File: src/rtl/if_fetch_ctrl.sv
// if_fetch_ctrl: fetch PC sequencer merging I-cache hits and branch predictions into the fetch buffer
module if_fetch_ctrl #(
    parameter logic [63:0] RESET_PC  = 64'h0,
    parameter logic [31:0] HALT_INSN = 32'h0000_0555
) (
    input  logic        clk,
    input  logic        rst,
    input  logic        flush_en_i,
    input  logic [63:0] flush_PC_i,
    input  logic        ifb_full_i,
    input  logic        ic_hit_i,
    input  logic [63:0] ic_data_i,
    input  logic        bp_taken_i,
    input  logic [63:0] bp_target_i,
    output logic        ic_req_o,
    output logic [63:0] ic_addr_o,
    output logic [63:0] bp_PC_o,
    output logic        ifb_en_o,
    output logic [31:0] if_insn_o,
    output logic [63:0] if_PC_o,
    output logic [63:0] if_target_PC_o,
    output logic        if_pred_bit_o,
    output logic        fetch_halted_o
);
    typedef enum logic [1:0] {RUN, MISS, HALTED} state_t;

    state_t      state_q;
    logic [63:0] pc_q;
    logic [31:0] insn;
    logic [63:0] target;
    logic        fetching;
    logic        accept;

    assign insn     = pc_q[2] ? ic_data_i[63:32] : ic_data_i[31:0];
    assign target   = bp_taken_i ? bp_target_i : pc_q + 64'd4;
    assign fetching = state_q != HALTED;
    // a flush in the same cycle as a hit must not enqueue the stale-path word
    assign accept   = fetching & ic_hit_i & ~ifb_full_i & ~flush_en_i;

    // outputs are forced quiet while reset is held
    always_comb begin
        ic_req_o       = ~rst & fetching;
        ic_addr_o      = rst ? 64'h0 : {pc_q[63:3], 3'b000};
        bp_PC_o        = rst ? 64'h0 : pc_q;
        if_PC_o        = rst ? 64'h0 : pc_q;
        if_insn_o      = rst ? 32'h0 : insn;
        if_target_PC_o = rst ? 64'h0 : target;
        if_pred_bit_o  = ~rst & bp_taken_i;
        ifb_en_o       = ~rst & accept;
        fetch_halted_o = ~rst & (state_q == HALTED);
    end

    // fetch FSM: reset, then flush, then hit/miss/full sequencing
    always_ff @(posedge clk) begin
        if (rst) begin
            pc_q    <= RESET_PC;
            state_q <= RUN;
        end else if (flush_en_i) begin
            pc_q    <= flush_PC_i & ~64'h3;
            state_q <= RUN;
        end else if (fetching) begin
            if (accept) begin
                pc_q    <= target;
                state_q <= (insn == HALT_INSN) ? HALTED : RUN;
            end else begin
                state_q <= ic_hit_i ? RUN : MISS;
            end
        end
    end
endmodule

File: config.mk
export PLATFORM = sky130hd
export DESIGN_NAME = if_fetch_ctrl
export DESIGN_NICKNAME = d
export VERILOG_FILES = /design/src/rtl/if_fetch_ctrl.sv
export SDC_FILE = /design/constraint.sdc
export NUM_CORES = 1
export LEC_CHECK = 0
export CORE_AREA = 2 2 190 192
export DETAILED_ROUTE_END_ITERATION = 10
export DIE_AREA = 0 0 192 194
export PLACE_DENSITY = 0.65
export SYNTH_ARGS = -nofsm -noshare
export SYNTH_HDL_FRONTEND = slang
export SYNTH_SLANG_ARGS = --single-unit
File: constraint.sdc
create_clock -name clk -period 4.1 [get_ports clk]
set_clock_uncertainty 0.05 [all_clocks]
set_input_delay 0.41 -clock clk [delete_from_list [all_inputs] [get_ports clk]]
set_output_delay 0.41 -clock clk [all_outputs]
set_load 0.01 [all_outputs]
==> results.md, run 1 <==
- Max Buffers Root-to-Sink: 2
- Largest net degree at the start of global routing: 95
- Post-route DRC violation count: 0
- CP Launch Type: flip-flop
- Unrepaired setup endpoints after global routing: no
- Critical Path, Cell by Cell: nand4_2 -> nor4_4 -> buf_4 -> nand4_1 -> or3_4 -> xor2_1 -> a211oi_1 -> clkdlybuf4s50_1
- Worst-path clk slew: 0.06 ns
- Synth warnings: 0
- EDFF count, synth: 0
- Peak supply drop: 0.000203 V
- Clk sinks: 66
- Post-synth top area share: 16.7%
- Post-Route WL: 44600 um
- Setup TNS after final layout: 0 ns
- Critical-path top delay cell: clkdlybuf4s50_1
- WHS Path Cells: 2
- Antenna viol nets, final: 0
- Delay-heaviest family, CP: simple AND/OR/NAND/NOR gates
- Synthesized cell area: 7930 um2
- First-pass GRT wire length: 63400 um
- WL met2: 24100 um
- Distinct cells, synth: 72
- # fillers: 3768
- Slew Limit Headroom: 42.5%
- Wire per inst: 22.8 um
- Core Footprint: 35200 um2
- Initial Util: 22.5%
- Top sig layer: met4
- Maxcap violations: 0
- Cts bufs inserted: 9
- Vias in the first global route: 9706
- Worst path arrival time: 3.45 ns
- Worst-margin pin slew: 0.841 ns
- GR Util All Layers: 22.9%
- Synth top area cells: dfxtp_1 17%, buf_4 12%, nor2_1 6.3%
- Footprint of the multi-input gates: 5220 um2
- Die area: 37200 um2
- Mapped Cells: 1162
- Max-slew violations: 0
- Via count: 10100
- M1 wire length: 15900 um
- Sequential area share after synthesis: 16.7%
- Worst path depth: 8
- Setup violations, final: 0
- Fin crit share: 95.3%
- R2R cell count: 7
- Flop2flop setup slack: 0.84 ns
- Crit. End Element: output port
- Storage element area: 1320 um2
- Initial antenna violation count: 3
- Leakage: 4.42 nW
- Placer Congestion: 0.905
- Clk root buf: clkbuf_16
- Dpl hpwl: 35700 um
- Worst-skew pair later-pin latency: 0.35 ns
- Crit-path max FO: 14
- Status: completed
- CP required: 3.64 ns
- Starting DRT DRC Count: 722
- Remaining Overflow, GRT: 0
- Row Count: 69
- Post-layout util: 36.1%
- Crit-path max cell delay: 0.57 ns
- Hold violation count in the final report: 0
- IO Count: 490
- Flops & latches, synth: 66
- CTS HTree Levels: 3
- P per Cell Area: 216 nW/um2
- Ratio of cells with drive above 1 in the final layout: 6.05%
- Die Span Y: 194 um
- Final #Nets: 1681
- Routed met3 length: 3280 um
- Hold Crit Class: reg -> reg
- Port bufs: 484
- Final critical-path required period: 3.91 ns
- Syn avg cell area: 6.82 um2
- CP bufs+invs: 2
- Power Total: 2.75 mW
- Via density: 5.16
- Area leader, netlist: dfxtp_1
- Fraction of registers with async set/reset: 0%
- Iteration count of the initial detailed-routing pass: 5
- Hold_buf cts: 0
- Synth-to-layout area growth: 60.6%
- CTS tree: built
- Maximum clock frequency: 0.256 GHz
- Die Width: 192 um
- Setup CP Type: reg -> out
- Predominant post-synthesis flop cell: dfxtp_1
==> final timing paths <==
kind	start	end
max	pc_q[14]	if_target_PC_o[40]
min	pc_q[1]	pc_q[1]
max reg2reg	pc_q[14]	pc_q[36]
min reg2reg	pc_q[1]	pc_q[1]
==> worst register-to-register path, cell delays in order, from the launching register on <==
cell and delay, ns:
dfxtp_1 0.49, nand4_2 0.25, nor4_4 0.38, buf_4 0.25, nand4_1 0.29, nor2_1 0.44, mux2i_1 0.13, a2111oi_0 0.79
==> area by class of cell <==
cell class	count	share of cell area, %
clock inverters	5	0.610
well taps	461	4.53
repair buffers	531	40.9
inverters	19	0.560
diodes	3	0.0590
flip-flops and latches	66	10.4
multi-input cells	855	41.0
clock buffers	11	1.91
==> power breakdown <==
group          switching [mW]  internal (mW)
Combinational           0.521          0.587
Clock                   0.339          0.548
Sequential             0.0711          0.688
==> cells in the final DEF, fill, tap and decap left out, drive strengths merged, types with 8 or more instances in the layout <==
cell type	n
clkdlybuf4s50	481
nor2	134
nand2	93
dfxtp	66
nor2b	59
a21oi	58
nand3	56
buf	50
o21ai	49
mux2i	47
xnor2	36
nand4	33
nor3	29
nor4	24
and3	22
a211oi	19
inv	18
or3	18
o22ai	14
nand2b	12
a2111oi	12
clkbuf	11
and4	10
a221oi	10
xor2	9
or4	8
o21a	8
o211a	8
==> cell usage after synthesis (31+ instances only) <==
library cell and count:
nor2_1 134, nand2_1 93, o21ai_0 49, a21oi_1 58, buf_4 128, dfxtp_1 66, xnor2_1 36, nor2b_1 59
nand3_1 54, clkbuf_1 71, mux2i_1 47, nand4_1 31
==> metrics by stage <==
step | cell area (um2) | instances | hold slack, ns | setup WS [ns]
floorplan | 7930 | 1164 | 0.394 | 1.38
global placement | 12400 | 1932 | 0.414 | 0.534
detailed placement | 12400 | 1932 | 0.419 | 0.521
CTS | 12700 | 1948 | 0.436 | 0.122
global route | 12700 | 1951 | 0.447 | 0.0147
finish | 12700 | 1951 | 0.442 | 0.192
==> per-layer routing <==
layer	global-route usage (%)	up-vias
met5	0	-
met2	44.2	503
met4	7.21	0
li1	-	4658
met3	4.38	62
met1	24.5	4844
==> repair_timing <==
item                       4_1_cts  5_1_grt
setup endpoints to repair        0        3
resized for setup                0        3
setup buffers                    0        0
==> cell families after synthesis <==
logic type	share of synthesized area, %
DFF	16.7
and+or+nand+nor	34.0
xor gates and xnor gates	4.97
adders and majority gates	0.158
other	0.0473
muxes	6.36
buffers and inverters	17.8
AOI/OAI and AO/OA	20.0
==> sequential cells by signal, indices dropped and copies added, names as in the netlist <==
| register | flops |
|---|---|
| state_q | 2 |
| pc_q | 64 |
Power figures use the tool's default switching activity.
==> inputs of run 2 (changes only) <==
PLACE_DENSITY = unset   (was 0.65)
SLEW_MARGIN = 20   (was unset)
clock period = 4.5 ns   (was 4.1 ns; I/O delays follow)
==> run 2 against run 1 <==
Cell area shrank 1.2%. Final cell count down 0.87%. Clock power fell by 13%. Count of clock-buffer cells in the layout fell by 1. Non-clock buffer count decreased by 16. Worst setup slack improved by 0.078 ns. Sequential cell count is the same. Die area stayed put. Global-route usage fell by 0.32 points. Combinational power fell by 11%. Utilization down 0.43 points. Largest cell class unchanged.
==> results.md, run 2 (synthesis gave the netlist of run 1 again) <==
- Starting DRT DRC Count: 620
- Max Buffers Root-to-Sink: 2
- Hold_buf cts: 0
- Placed cell count: 1916
- R2r endpoint: pc_q[40]
- Regs by FF count: pc_q x64, state_q x2
- WHS: 0.432 ns
- Cts repair resizes: 0
- Crit-path max FO: 9
- Clk root buf: clkbuf_16
- Vias in the first global route: 9693
- Fin area: 12600 um2
- Worst-skew pair later-pin latency: 0.35 ns
- Initial antenna violation count: 5
- CP Launch Type: flip-flop
- Port bufs: 484
- Clock power frac: 31.3%
- CTS tree: built
- # fillers: 3739
- P per Cell Area: 196 nW/um2
- Post-Route WL: 43800 um
- Crit path from: pc_q[12]
- Post-route DRC violation count: 0
- Largest register FFs: 64
- RR Startpoint: pc_q[12]
- Synth-to-layout area growth: 58.7%
- Via density: 5.16
- Initial Util: 22.5%
- Internal: 1.60 mW
- Antenna viol nets, final: 0
- Unrepaired setup endpoints after global routing: no
- Worst path arrival time: 3.73 ns
- R2R cell count: 6
- Worst-path clk slew: 0.07 ns
- Via count: 9974
- Die Width: 192 um
- CP required: 4.00 ns
- Maximum clock frequency: 0.236 GHz
- Iteration count of the initial detailed-routing pass: 5
- Remaining Overflow, GRT: 0
- Slew Limit Headroom: 41.3%
- Cts bufs inserted: 9
- Logic pwr share: 40.1%
- Fin crit share: 94.0%
- Crit. End Element: output port
- Clk sinks: 66
- Setup TNS after final layout: 0 ns
- Core Footprint: 35200 um2
- GR Util All Layers: 22.5%
- Leakage: 4.33 nW
- Die area: 37200 um2
- IO Count: 490
- Maxcap violations: 0
- Switching power: 0.861 mW
- CTS HTree Levels: 3
- Postcts setup bufs: 0
- Final critical-path required period: 4.23 ns
- Peak supply drop: 0.000159 V
- Max-slew violations: 0
- Worst-margin pin slew: 0.881 ns
- Setup CP Type: reg -> out
- Cell Area, Placed: 12300 um2
- Row Count: 69
- Ratio of cells with drive above 1 in the final layout: 4.89%
- Hold violation count in the final report: 0
- Sequential group share of total power: 28.6%
- Dpl hpwl: 34800 um
- Setup violations, final: 0
- Wire per inst: 22.7 um
- Most frequent cells in the layout: 481 x clkdlybuf4s50_1, 134 x nor2_1, 93 x nand2_1
- First-pass GRT wire length: 62700 um
- Flop2flop setup slack: 1.36 ns
- Status: completed
- Hold Crit Class: reg -> reg
- Placer Congestion: 0.885
- Reg with most FFs: pc_q
- Sw frac: 35.0%
- Commonest non-fill, non-tap cell in the layout: clkdlybuf4s50_1
- Die Span Y: 194 um
- Final instance count without filler cells: 1934
- CP Capture Point: if_target_PC_o[40]
- Largest net degree at the start of global routing: 78
- Final #Nets: 1665
## run 2: through the flow
step / setup slack (ns) / total power [mW] / utilization (%)
6_report: 0.270 / 2.46 / 35.7
5_1_grt: 0.113 / 2.57 / 35.7
4_1_cts: 0.270 / 2.49 / 35.7
3_5_place_dp: 0.678 / 1.71 / 34.8
3_3_place_gp: 0.752 / 1.70 / 34.8
2_1_floorplan: 1.74 / 1.17 / -
## run 2: worst min path at each step
stage	endpoint	startpoint	slack [ns]	cells past startpoint
2_1_floorplan	pc_q[0]	pc_q[0]	0.39	2
3_3_place_gp	pc_q[0]	pc_q[0]	0.41	2
3_5_place_dp	pc_q[0]	pc_q[0]	0.42	2
4_1_cts	pc_q[0]	pc_q[0]	0.44	2
5_1_grt	pc_q[0]	pc_q[0]	0.46	2
6_report	pc_q[0]	pc_q[0]	0.43	2
## run 2: cell type report
| type | instances | area (um2) | share of cell area [%] |
|---|---|---|---|
| well taps | 461 | 577 | 4.59 |
| multi-input cells | 855 | 5210 | 41.4 |
| flip-flops and latches | 66 | 1320 | 10.5 |
| inverters | 19 | 71.3 | 0.567 |
| diodes | 2 | 5.00 | 0.0398 |
| repair buffers | 515 | 5090 | 40.4 |
| clock buffers | 10 | 239 | 1.90 |
| clock inverters | 6 | 66.3 | 0.527 |
## run 2: critical path: stages (launching register included)
cell and delay [ns]:
dfxtp_1 0.51, nand4_2 0.24, nor4_4 0.67, nand4_1 0.44, or3_1 0.53, xor2_1 0.18, a211oi_1 0.24, clkdlybuf4s50_1 0.57
## run 2: power groups by stage
stage | sequential [mW] | combinational [mW] | clock (mW)
3_5_place_dp | 0.716 | 0.994 | 0
2_1_floorplan | 0.670 | 0.499 | 0
5_1_grt | 0.711 | 1.06 | 0.804
6_report | 0.704 | 0.987 | 0.769
4_1_cts | 0.703 | 0.998 | 0.790
3_3_place_gp | 0.714 | 0.987 | 0
## run 2: metal layers
metal,vias up,wire length (um),track usage (%)
met1,4776,15800,24.1
met5,-,11,0
met2,497,23200,42.8
met4,2,1630,8.59
li1,4624,-,-
met3,75,3130,4.45
